--- src/rtl/config_pkg.sv ---
// Shared encodings for the configuration-port arbiter: source identifiers
// (numerically ordered by priority) and arbiter FSM states.
package config_pkg;

  // Higher value means higher priority; SELF owns the port when nobody else does.
  typedef enum logic [1:0] {
    SRC_SELF    = 2'd0,
    SRC_BITBANG = 2'd1,
    SRC_UART    = 2'd2,
    SRC_JTAG    = 2'd3
  } src_e;

  typedef enum logic [1:0] {
    IDLE    = 2'd0,
    SWITCH  = 2'd1,
    OWNED   = 2'd2,
    RELEASE = 2'd3
  } state_e;

  // Guard counter width; covers GUARD_CYCLES up to 15.
  localparam int GUARD_W = 4;

endpackage

--- src/rtl/config_prio_enc.sv ---
// Fixed-priority encoder: JTAG > UART > BITBANG. Returns the winning source
// encoding and whether any external source is requesting.
module config_prio_enc
  import config_pkg::*;
(
  input  logic       i_jtag,
  input  logic       i_uart,
  input  logic       i_bitbang,
  output logic [1:0] o_owner,
  output logic       o_valid
);

  // Pick the highest-priority active request.
  // NOTE: combinational outputs get a default first so no path leaves them unassigned (no latch).
  always_comb begin
    o_owner = SRC_SELF;
    if (i_jtag) begin
      o_owner = SRC_JTAG;
    end else if (i_uart) begin
      o_owner = SRC_UART;
    end else if (i_bitbang) begin
      o_owner = SRC_BITBANG;
    end
  end

  assign o_valid = i_jtag | i_uart | i_bitbang;

endmodule

--- src/rtl/config_port_arbiter.sv ---
// Arbitrates ownership of the configuration write port between JTAG, UART,
// bit-bang and the local (SELF) source. Ownership changes pass through a
// guard interval and resynchronise the downstream config FSM.
module config_port_arbiter
  import config_pkg::*;
#(
  parameter int GUARD_CYCLES = 4
) (
  input  logic        CLK,
  input  logic        reset,
  input  logic        jtag_active,
  input  logic        uart_active,
  input  logic        bitbang_active,
  input  logic [31:0] jtag_data,
  input  logic [31:0] uart_data,
  input  logic [31:0] bitbang_data,
  input  logic [31:0] self_data,
  input  logic        jtag_strobe,
  input  logic        uart_strobe,
  input  logic        bitbang_strobe,
  input  logic        self_strobe,
  output logic [31:0] ConfigWriteData,
  output logic        ConfigWriteStrobe,
  output logic        FSM_Reset,
  output logic [1:0]  grant,
  output logic        busy,
  output logic [15:0] word_count,
  output logic        dropped
);

  // The counter counts down to zero, so GUARD_CYCLES cycles need a load of N-1.
  localparam logic [GUARD_W-1:0] GUARD_LOAD = GUARD_W'(GUARD_CYCLES - 1);

  state_e             r_state;
  state_e             w_next_state;
  src_e               r_owner;
  logic [GUARD_W-1:0] r_guard;
  logic [31:0]        r_wr_data;
  logic               r_wr_strobe;
  logic               r_fsm_reset;
  logic [15:0]        r_word_count;
  logic               r_dropped;

  logic [1:0]         w_prio_owner;
  logic               w_prio_valid;
  logic               w_owner_active;
  logic [3:0]         w_strobes;
  logic [3:0]         w_accept_mask;
  logic [31:0]        w_fwd_data;
  logic               w_fwd_strobe;
  logic               w_drop;
  logic               w_enter_switch;
  logic               w_enter_release;

  config_prio_enc u_prio_enc (
    .i_jtag    (jtag_active),
    .i_uart    (uart_active),
    .i_bitbang (bitbang_active),
    .o_owner   (w_prio_owner),
    .o_valid   (w_prio_valid)
  );

  // Strobe vector indexed by source encoding.
  assign w_strobes = {jtag_strobe, uart_strobe, bitbang_strobe, self_strobe};

  // Select the current owner's active flag and data word (owner is SELF in IDLE).
  always_comb begin
    w_owner_active = 1'b0;
    w_fwd_data     = self_data;
    case (r_owner)
      SRC_JTAG:    begin w_owner_active = jtag_active;    w_fwd_data = jtag_data;    end
      SRC_UART:    begin w_owner_active = uart_active;    w_fwd_data = uart_data;    end
      SRC_BITBANG: begin w_owner_active = bitbang_active; w_fwd_data = bitbang_data; end
      default:     begin w_owner_active = 1'b0;           w_fwd_data = self_data;    end
    endcase
  end

  // Only SELF in IDLE, or the owner in OWNED, may forward; every other strobe is discarded.
  always_comb begin
    w_accept_mask = '0;
    case (r_state)
      IDLE:    w_accept_mask[SRC_SELF] = 1'b1;
      OWNED:   w_accept_mask[r_owner]  = 1'b1;
      default: w_accept_mask = '0;
    endcase
  end

  assign w_fwd_strobe = |(w_strobes & w_accept_mask);
  assign w_drop       = |(w_strobes & ~w_accept_mask);

  // Next-state logic; no preemption while OWNED, priority re-evaluated at guard expiry.
  always_comb begin
    w_next_state = r_state;
    case (r_state)
      IDLE:    if (w_prio_valid) w_next_state = SWITCH;
      SWITCH:  if (r_guard == '0) w_next_state = OWNED;
      OWNED:   if (!w_owner_active) w_next_state = RELEASE;
      RELEASE: if (r_guard == '0) w_next_state = w_prio_valid ? SWITCH : IDLE;
      default: w_next_state = IDLE;
    endcase
  end

  assign w_enter_switch  = (w_next_state == SWITCH) && (r_state != SWITCH);
  assign w_enter_release = (r_state == OWNED) && (w_next_state == RELEASE);

  // State register.
  // NOTE: sequential state uses non-blocking assignments so every register samples pre-edge values.
  always_ff @(posedge CLK) begin
    if (reset) begin
      r_state <= IDLE;
    end else begin
      r_state <= w_next_state;
    end
  end

  // Owner latch and guard counter.
  always_ff @(posedge CLK) begin
    if (reset) begin
      r_owner <= SRC_SELF;
      r_guard <= '0;
    end else begin
      if (w_enter_switch) begin
        r_owner <= src_e'(w_prio_owner);
      end else if (w_next_state == IDLE) begin
        r_owner <= SRC_SELF;
      end

      if (w_enter_switch || w_enter_release) begin
        r_guard <= GUARD_LOAD;
      end else if (r_guard != '0) begin
        r_guard <= r_guard - 1'b1;
      end
    end
  end

  // Registered forwarding, FSM resync pulse, word counter and sticky drop flag.
  always_ff @(posedge CLK) begin
    if (reset) begin
      r_wr_data    <= '0;
      r_wr_strobe  <= 1'b0;
      r_fsm_reset  <= 1'b0;
      r_word_count <= '0;
      r_dropped    <= 1'b0;
    end else begin
      r_wr_strobe <= w_fwd_strobe;
      r_fsm_reset <= w_enter_switch;
      if (w_fwd_strobe) begin
        r_wr_data <= w_fwd_data;
      end

      if (w_enter_switch) begin
        r_word_count <= '0;
      end else if (w_fwd_strobe && (r_state == OWNED) && (r_word_count != 16'hFFFF)) begin
        r_word_count <= r_word_count + 16'd1;
      end

      if (w_drop) begin
        r_dropped <= 1'b1;
      end
    end
  end

  assign ConfigWriteData   = r_wr_data;
  assign ConfigWriteStrobe = r_wr_strobe;
  assign FSM_Reset         = r_fsm_reset;
  assign grant             = r_owner;
  assign busy              = (r_state != IDLE);
  assign word_count        = r_word_count;
  assign dropped           = r_dropped;

endmodule

--- config.mk ---
export PLATFORM = sky130hd
export DESIGN_NAME = config_port_arbiter
export DESIGN_NICKNAME = d
export VERILOG_FILES = /design/src/rtl/config_pkg.sv /design/src/rtl/config_prio_enc.sv /design/src/rtl/config_port_arbiter.sv
export SDC_FILE = /design/constraint.sdc
export NUM_CORES = 1
export LEC_CHECK = 0
export BUFFER_PORTS_ARGS = -buffer_cell sky130_fd_sc_hd__buf_2
export CORE_UTILIZATION = 46
export CTS_CLUSTER_SIZE = 40
export DETAILED_ROUTE_END_ITERATION = 8
export PLACE_DENSITY = 0.81
export SLEW_MARGIN = 25
export SYNTH_ARGS = -nofsm -noshare
export SYNTH_HDL_FRONTEND = slang
export SYNTH_SLANG_ARGS = --single-unit
--- constraint.sdc ---
create_clock -name CLK -period 1.95 [get_ports CLK]
set_input_delay 0.0975 -clock CLK [delete_from_list [all_inputs] [get_ports CLK]]
set_output_delay 0.0975 -clock CLK [all_outputs]
set_load 0.005 [all_outputs]
Word-level counts from Yosys, hierarchy flattened
Cells that the tools add are included.

storage, ports and cells
  latch bits = 0
  RAM bits = 0
  memories kept = 0
  flip-flop bits (word level) = 59
  word-level logic and storage cells = 64
  memory bits (read-only) = 0
  input port bits = 137
  output and inout port bits = 54

operators by class
  shifts and indexed selects = 0
  reduce and logical (&&, ||, !) cells = 17
  add/sub/neg operators = 2
  div/mod/pow operators = 0
  equality and inequality tests = 10
  $lt $le $gt $ge = 2
  $mul = 0
  bitwise operators = 5
  multiplexer cells = 19

operator list
  operator                                                                       count
  32-bit one-hot mux with 3 select lines                                         1
  2-bit 2-to-1 mux                                                               10
  16-bit by 1-bit adder with 16-bit output (second input constant)               1
  16-bit inequality test (second input constant)                                 1
  2-bit == test (second input constant)                                          5
  4-bit bitwise AND                                                              2
  2-bit one-hot mux with 4 select lines                                          1
  4-bit OR reduction                                                             2
  2-bit by 1-bit == test with 1-bit output (second input constant)               3
  2-bit nonzero test                                                             3
  1-bit logical AND                                                              5
  2-bit zero test                                                                2
  4-bit zero test                                                                1
  4-bit NOT                                                                      1
  4-bit nonzero test                                                             1
  2-bit OR reduction                                                             2
  4-bit by 1-bit subtractor with 4-bit output (second input constant)            1
  2-bit by 3-bit less-than comparator with 1-bit output (second input constant)  1
  1-bit 2-to-1 mux                                                               3
  3-bit 2-to-1 mux                                                               1
  1-bit one-hot mux with 3 select lines                                          1
  1-bit demux with 2-bit select                                                  1
  2-bit by 1-bit >= comparator with 1-bit output (second input constant)         1
  2-bit by 1-bit inequality test with 1-bit output (second input constant)       1
  other kinds (3)                                                                4

Logic depth before layout (Yosys ltp)
Gate-level depths: netlist of run 1.

  depth after elaboration = 9
  depth in mapped cells = 8
  mapped depth without buffers = 6

Modules after synthesis
A second synthesis of run 1 with hierarchy kept.

unflattened totals
  cell total of the unflattened synthesis = 349
  area total of the unflattened synthesis = 3,348.2 um^2

by module, submodules not included
  module               area an instance (um^2)  seq. area each (um^2)  times used  cells an instance
  config_port_arbiter  3,323.2                  1,181.1                1           345
  config_prio_enc      25.0                     0.0                    1           4

Least setup slack after synthesis of run 1
Ideal clock, no wire load.

  path kind = reg2reg
  from = reg r_guard[0]
  to = reg r_word_count[10], in the netlist word_count[10]
  cell stages (with the launch flop) = 9
  buffers on the path = 2
  path slack = 0.255 ns
  data required time = 1.818 ns
  data arrival time = 1.563 ns
  clock period less this slack = 1.695 ns
  library setup time = 0.132 ns
  cell sequence = dfxtp_1 -> inv_1 -> ha_1 -> nor3b_1 -> o211ai_1 -> nand2b_1 -> clkbuf_1 -> clkbuf_1 -> a21oi_1

on the way
  word-level cells in the longest chain between the ends = 6
  elaborated cells between the ends (all ways) = 7
  those cells by class = 1 x eq/ne; 3 x mux; 3 x reduce/logical

ends and longest elaborated chain
  element                                     RTL line                                              text
  start, declared                             config_port_arbiter.sv:37                             logic [GUARD_W-1:0] r_guard;
  start signal, assigned                      config_port_arbiter.sv:131                            r_guard <= r_guard - 1'b1;
  4-bit zero test *                           config_port_arbiter.sv:96, config_port_arbiter.sv:98
  2-bit 2-to-1 mux, on equally long branches  config_port_arbiter.sv:98, config_port_arbiter.sv:96
  2-bit one-hot mux with 4 select lines *     config_port_arbiter.sv:94                             case (r_state)
  2-bit by 1-bit == test with 1-bit output *  config_port_arbiter.sv:103                            assign w_enter_switch = (w_next_state == SWITCH) && (r_state != SWITCH);
  1-bit logical AND *                         config_port_arbiter.sv:103
  2-bit OR reduction (no source line) *       -
  end signal, assigned                        config_port_arbiter.sv:154                            r_word_count <= r_word_count + 16'd1;
  end, declared                               config_port_arbiter.sv:41                             logic [15:0] r_word_count;

Mark *: on every way between the ends. The rest lies on a longest branch, timed or not.
A chain may end at the register's enable or synchronous reset.

Worst setup path after layout of run 1
  from = reg r_guard[0]
  to = reg r_guard[0]

on the way
  word-level cells in the longest chain between the ends = 7
  elaborated cells between the ends (all ways) = 14
  those cells by class = 1 x add/sub; 2 x eq/ne; 5 x mux; 6 x reduce/logical

ends and longest elaborated chain
  element                                                                           RTL line                                                text
  4-bit zero test                                                                   config_port_arbiter.sv:96, config_port_arbiter.sv:98
  2-bit 2-to-1 mux, on equally long branches                                        config_port_arbiter.sv:98, config_port_arbiter.sv:96
  2-bit one-hot mux with 4 select lines                                             config_port_arbiter.sv:94
  2-bit by 1-bit == test with 1-bit output / 2-bit == test (equally long branches)  config_port_arbiter.sv:103, config_port_arbiter.sv:104
  1-bit logical AND, on equally long branches                                       config_port_arbiter.sv:103, config_port_arbiter.sv:104
  1-bit logical OR                                                                  config_port_arbiter.sv:128                              if (w_enter_switch || w_enter_release) begin
  2-bit 2-to-1 mux / 2-bit nonzero test (equally long branches)                     -

Parallel ways exist; a longest one is shown, timed or not. The select of a mux whose other input is x is not followed.

==> impl_metrics.json, run 1 <==
{
  "drt_iter0_markers": 111,
  "p_leak_nw": 2.29,
  "rr_startpoint": "r_guard[0]",
  "grt_max_degree": 75,
  "instances_no_fill": 654,
  "dp.cells": 637,
  "cpLargestDelayFamily": "simple AND/OR/NAND/NOR gates",
  "drtAntennaViolNets": 0,
  "swShare_pct": 29.3,
  "die_h_um": 91.5,
  "nets": 686,
  "yosysUniqueCellTypes": 47,
  "synthFlopType": "dfxtp_1",
  "synthTopCellsByCount": "nand2b_1 (66), dfxtp_1 (59), mux2i_1 (36), mux4_2 (33), a21oi_1 (21)",
  "crit_path_end": "r_guard[0]",
  "critPathKind": "register to register",
  "finalWeightedCongestion": 0.864,
  "synth-edff-count": 0,
  "yosys.area_share.adder_pct": 0.679,
  "hold_path_class": "input pin to register",
  "dr.pass1.iters": 4,
  "worst-path-buf-inv": 1,
  "yosysSeqAreaShare_pct": 32.1,
  "cp.arrival_ns": 2.03,
  "peakVddDrop_uv": 346,
  "internal_power_w": 0.00260,
  "ios": 191,
  "maxCapViolCount": 0,
  "syn-instance-count": 359,
  "synth_top_area_share_pct": 32.1,
  "finalInstanceArea_sq_um": 5000,
  "switching_power_w": 0.00107,
  "synth_seq_cells": 59,
  "period_minus_slack_ns": 1.83,
  "clock_latency_ns": 0.33,
  "die_area_sq_um": 8370,
  "grt_pass1_vias": 3391,
  "wl_per_cell_um": 15.0,
  "synth_mux_area_share_pct": 30.3,
  "dp_hpwl_mm": 7.56,
  "ff2ff_path_depth": 6,
  "cp-start-kind": "register",
  "fp-row-count": 32,
  "clock_power_share_pct": 30.6,
  "placedInstanceArea_sq_um": 4780,
  "async_reset_ff_share_pct": 0,
  "worstPathMaxFanout": 5,
  "fin_crit_sh_pct": 93.7,
  "status": "completed",
  "cp-end-kind": "register",
  "overflow": 0,
  "synth.most_common_cell": "nand2b_1",
  "synth_compound_area_share_pct": 9.10,
  "finalSetupViolations": 0,
  "yosysTopAreaCell": "dfxtp_1",
  "grt_pass1_wl_mm": 15.4,
  "critical_path.startpoint": "r_guard[0]",
  "power_w": 0.00367,
  "synth_nets": 498,
  "yosys.area_share.simple_pct": 23.3,
  "rrSetupSlack_ns": 0.12,
  "setup_tns_ns": 0,
  "cp.depth": 6,
  "comb_power_share_pct": 31.3,
  "syn_avg_cell_area_sq_um": 10.3,
  "drv_slew": 0,
  "synth_area_leaders": "dfxtp_1 (32%), mux4_2 (20%), nand2b_1 (11%)",
  "numPortBuffers": 190,
  "synth_top_family_by_area": "multiplexers",
  "netlist_area_sq_um": 3680,
  "area_growth_pct": 35.8,
  "crit_chain": "inv_1 > ha_1 > or3b_2 > or3_1 > o21ai_0 > a21oi_1",
  "slowest_stage": "or3b_2",
  "hold_slack_ns": 0.0788,
  "grt_util_all_layers_pct": 23.2,
  "cts_buffers": 9,
  "drive_gt1_share_pct": 46.9,
  "cts_root_buf": "clkbuf_8",
  "yosys_warnings": 0,
  "cpPeakStageDelay_ns": 0.52,
  "route.detailed.drc": 0,
  "hold_viol": 0,
  "cts.sinks": 59,
  "cts_tree": "done",
  "clk_pin_slew_ns": 0.07,
  "viasPerCell": 5.52,
  "die_x_um": 91.5,
  "worstReg2RegEnd": "r_guard[0]",
  "rsz0062_at_grt": "no",
  "fin_worst_skew_ns": 0.00817,
  "start_util_pct": 47.7,
  "core_sq_um": 7730,
  "dr_total_vias": 3609,
  "cts.path.max_buffers": 2,
  "drt-total-wl_mm": 9.82,
  "worst_pin_slew_ns": 0.509,
  "cp_data_required_time_ns": 2.15,
  "max_freq_mhz": 547,
  "antenna_cells": 0,
  "relSlewSlack_pct": 66.1,
  "htreeDepth": 3,
  "pwr-share-seq_pct": 38.1,
  "antenna_found_initial": 0,
  "synth_xor_xnor_area_share_pct": 0.475,
  "power_density_nw_per_um2": 734
}
[worst min-delay path: cells and delay by family]
kind | cells | cell delay [ns]
compound gates | 2 | 0.18
buf+inv | 1 | 0.10
[per-layer routing]
layer / global-route usage [%] / routed length, um / vias up
li1: - / - / 1719
met1: 27.5 / 3860 / 1720
met2: 39.7 / 5140 / 155
met3: 6.87 / 686 / 15
met4: 8.47 / 137 / 0
met5: 0 / 0 / -
[flip-flops by register name, summed over array words and instances, names as in the netlist]
register / flops
ConfigWriteData: 32
r_guard: 4
r_state: 2
FSM_Reset: 1
grant: 2
dropped: 1
word_count: 16
ConfigWriteStrobe: 1
[how the worst min path moves through the flow]
stage	from	end	slack (ns)	cells past startpoint
final	self_strobe	dropped	0.08	3
after global routing	self_strobe	dropped	0.08	3
after CTS	self_strobe	dropped	0.06	3
after detailed placement	reset	FSM_Reset	0.29	2
after global placement	reset	FSM_Reset	0.28	2
after floorplan	uart_active	grant[1]	0.28	2
[through the flow]
step                      utilization (%)  setup slack, ns
after floorplan                         -            0.255
after global placement               61.9            0.201
after detailed placement             61.9           0.0738
after CTS                            64.7           0.0981
after global routing                 64.7           0.0165
final                                64.7            0.122
[logic make-up after synthesis]
group / Yosys count
buffers and inverters: 34
multiplexers: 70
AO/OA/AOI/OAI: 53
AND/OR/NAND/NOR: 139
XOR/XNOR: 2
flip-flops: 59
adder cells (fa/ha/maj): 2
[cells in the final DEF (no fill, tap or decap), types with 5 or more instances in the layout]
| cell | count |
|---|---|
| buf_2 | 190 |
| nand2b_1 | 66 |
| dfxtp_1 | 57 |
| mux2i_1 | 36 |
| mux4_2 | 33 |
| a21oi_1 | 21 |
| nor2_1 | 10 |
| nand2_1 | 10 |
| clkbuf_8 | 10 |
| buf_4 | 10 |
| o21ai_0 | 8 |
| nand3_1 | 8 |
| inv_1 | 7 |
| o31ai_1 | 7 |
| or3_1 | 7 |
| or4_1 | 6 |
| a211oi_1 | 5 |
[timing repair]
item,4_1_cts,5_1_grt
resized for setup,1,1
setup endpoints to repair,1,1
hold buffers,1,0
pin swaps,0,0
hold endpoints to repair,1,0
cloned,0,0
setup buffers,0,0
[power by group through the flow]
stage / Sequential, W / Clock (W) / Combinational [W]
floorplan: 0.00142 / 0 / 0.000738
global placement: 0.00142 / 0 / 0.00112
detailed placement: 0.00142 / 0 / 0.00115
CTS: 0.00140 / 0.00116 / 0.00116
global route: 0.00141 / 0.00122 / 0.00125
finish: 0.00140 / 0.00112 / 0.00115
[area by class of cell]
type,count,area (sq um)
repair buffers,204,1100
clock inverters,5,62.6
clock buffers,11,141
fillers,656,2730
flip-flops and latches,59,1180
inverters,7,26.3
well taps,102,128
multi-input cells,266,2360
(Power assumes the default switching activity.)
==> run 2, diff against run 1 <==
--- a/config.mk
+++ b/config.mk
@@ -6,10 +6,11 @@
 export NUM_CORES = 1
 export LEC_CHECK = 0
 export BUFFER_PORTS_ARGS = -buffer_cell sky130_fd_sc_hd__buf_2
-export CORE_UTILIZATION = 46
+export CORE_UTILIZATION = 47
+export CTS_BUF_LIST = sky130_fd_sc_hd__clkbuf_4 sky130_fd_sc_hd__clkbuf_8
 export CTS_CLUSTER_SIZE = 40
 export DETAILED_ROUTE_END_ITERATION = 8
-export PLACE_DENSITY = 0.81
+export PLACE_DENSITY = 0.83
 export SLEW_MARGIN = 25
 export SYNTH_ARGS = -nofsm -noshare
 export SYNTH_HDL_FRONTEND = slang
==> run 2 against run 1 <==
Compared with the run above:
- sequential share of layout area hardly changed
- via count down 2.3%
- die area is 2.1% lower
- clock power about the same
- first-iteration DRC count is 16% higher
- final cell count is 0.46% lower
- cell area decreased by 0.13%
- worst hold slack gained 0.030 ns
- largest power group unchanged
- routed wire length fell by 0.47%
- power up 0.14%
==> impl_metrics.json, run 2 (synthesis gave the netlist of run 1 again) <==
{
  "start_util_pct": 49.7,
  "rr_startpoint": "r_guard[0]",
  "cts_root_buf": "clkbuf_8",
  "comb_power_share_pct": 31.0,
  "largest_reg_flops": 32,
  "hold_path_class": "input pin to register",
  "overflow": 0,
  "ff2ff_path_depth": 6,
  "cp.arrival_ns": 2.03,
  "status": "completed",
  "period_minus_slack_ns": 1.80,
  "p_leak_nw": 2.30,
  "cp-end-kind": "register",
  "die_area_sq_um": 8200,
  "wl_per_cell_um": 15.0,
  "drv_slew": 0,
  "clock_latency_ns": 0.32,
  "clk_pin_slew_ns": 0.07,
  "min_from": "self_strobe",
  "ios": 191,
  "drive_gt1_share_pct": 47.1,
  "finalSetupViolations": 0,
  "cp_data_required_time_ns": 2.18,
  "fin_crit_sh_pct": 92.1,
  "die_x_um": 90.5,
  "drtAntennaViolNets": 0,
  "numPortBuffers": 190,
  "grt_max_degree": 75,
  "holdPathStages": 3,
  "critPathKind": "register to register",
  "power_w": 0.00368,
  "rrSetupSlack_ns": 0.15,
  "maxCapViolCount": 0,
  "drt-total-wl_mm": 9.77,
  "final.fill_count": 591,
  "dr_total_vias": 3526,
  "route.detailed.drc": 0,
  "dr.pass1.iters": 4,
  "grt_pass1_wl_mm": 15.2,
  "final_common_cell": "buf_2",
  "area_growth_pct": 35.6,
  "cts_tree": "done",
  "max_freq_mhz": 557,
  "nets": 687,
  "dp_hpwl_mm": 7.54,
  "worstPathMaxFanout": 5,
  "relSlewSlack_pct": 66.1,
  "drt_iter0_markers": 129,
  "worstReg2RegEnd": "grant[1]",
  "hold_viol": 0,
  "cts.path.max_buffers": 2,
  "clock_power_share_pct": 30.9,
  "peakVddDrop_uv": 403,
  "die_h_um": 90.5,
  "hold_end": "dropped",
  "finalWeightedCongestion": 0.853,
  "antenna_found_initial": 0,
  "rsz0062_at_grt": "no",
  "grt_pass1_vias": 3406,
  "cts_buffers": 9,
  "cts.sinks": 59,
  "cp-start-kind": "register",
  "hold_slack_ns": 0.108,
  "internal_power_w": 0.00265,
  "fin_worst_skew_ns": 0.00715,
  "power_density_nw_per_um2": 736,
  "grt_util_all_layers_pct": 23.1,
  "pwr-share-seq_pct": 38.1,
  "layout_common_cells": "buf_2 (190), nand2b_1 (66), dfxtp_1 (57), mux2i_1 (36), mux4_2 (33)",
  "antenna_cells": 0,
  "switching_power_w": 0.00103,
  "swShare_pct": 28.0,
  "core_sq_um": 7410,
  "worst_pin_slew_ns": 0.509,
  "fp-row-count": 31,
  "post_cts_buffers": 0,
  "htreeDepth": 3,
  "setup_tns_ns": 0,
  "viasPerCell": 5.42
}
run 2: worst max-delay path by stage:
| stage | slack [ns] | startpoint | end | depth (start not counted) |
|---|---|---|---|---|
| after detailed placement | 0.04 | r_guard[0] | grant[1] | 6 |
| after global routing | 0.04 | word_count[9] | word_count[6] | 5 |
| after global placement | 0.19 | r_guard[0] | grant[0] | 6 |
| final | 0.15 | r_guard[0] | grant[1] | 6 |
| after CTS | 0.03 | r_guard[0] | grant[1] | 6 |
| after floorplan | 0.25 | r_guard[0] | word_count[10] | 8 |
run 2: through the flow:
| stage | utilization [%] | area (sq um) | setup slack, ns | cells |
|---|---|---|---|---|
| floorplan | - | 3680 | 0.255 | 359 |
| global placement | 64.5 | 4780 | 0.190 | 635 |
| detailed placement | 64.5 | 4780 | 0.0435 | 635 |
| CTS | 67.3 | 4990 | 0.0337 | 651 |
| global route | 67.4 | 5000 | 0.0357 | 651 |
| finish | 67.4 | 5000 | 0.153 | 651 |
run 2: critical path, stage by stage, from the launching register on:
cell and delay [ns]:
dfxtp_1 0.32, inv_1 0.07, ha_1 0.21, or3b_2 0.51, o21ai_1 0.28, nor2_1 0.07, a211oi_1 0.23
run 2: routing by layer:
metal / track usage, % / vias up / part of all wire (%)
met5: 0 / - / 0
met1: 26.5 / 1637 / 40
met3: 4.04 / 17 / 6.0
li1: - / 1724 / -
met4: 9.81 / 0 / 2.2
met2: 41.9 / 148 / 52
run 2: area by class of cell:
type | instances | area, sq um | area share, %
multi-input combinational | 266 | 2370 | 47.4
sequential | 59 | 1180 | 23.7
timing repair buffer | 205 | 1090 | 21.9
clock buffer | 13 | 166 | 3.33
tap | 99 | 124 | 2.48
clock inverter | 2 | 35.0 | 0.701
inverter | 7 | 26.3 | 0.526
run 2: timing repair:
action | in CTS | in global routing
hold buffers | 1 | 0
gates resized for setup | 0 | 3
setup endpoints to repair | 0 | 28
endpoints found under the hold margin | 1 | 0
run 2: power by group through the flow:
stage	logic [W]	registers (W)	clock network [W]
after floorplan	0.000738	0.00142	0
after global placement	0.00111	0.00142	0
after detailed placement	0.00115	0.00142	0
after CTS	0.00115	0.00140	0.00116
after global routing	0.00124	0.00141	0.00122
final	0.00114	0.00140	0.00114
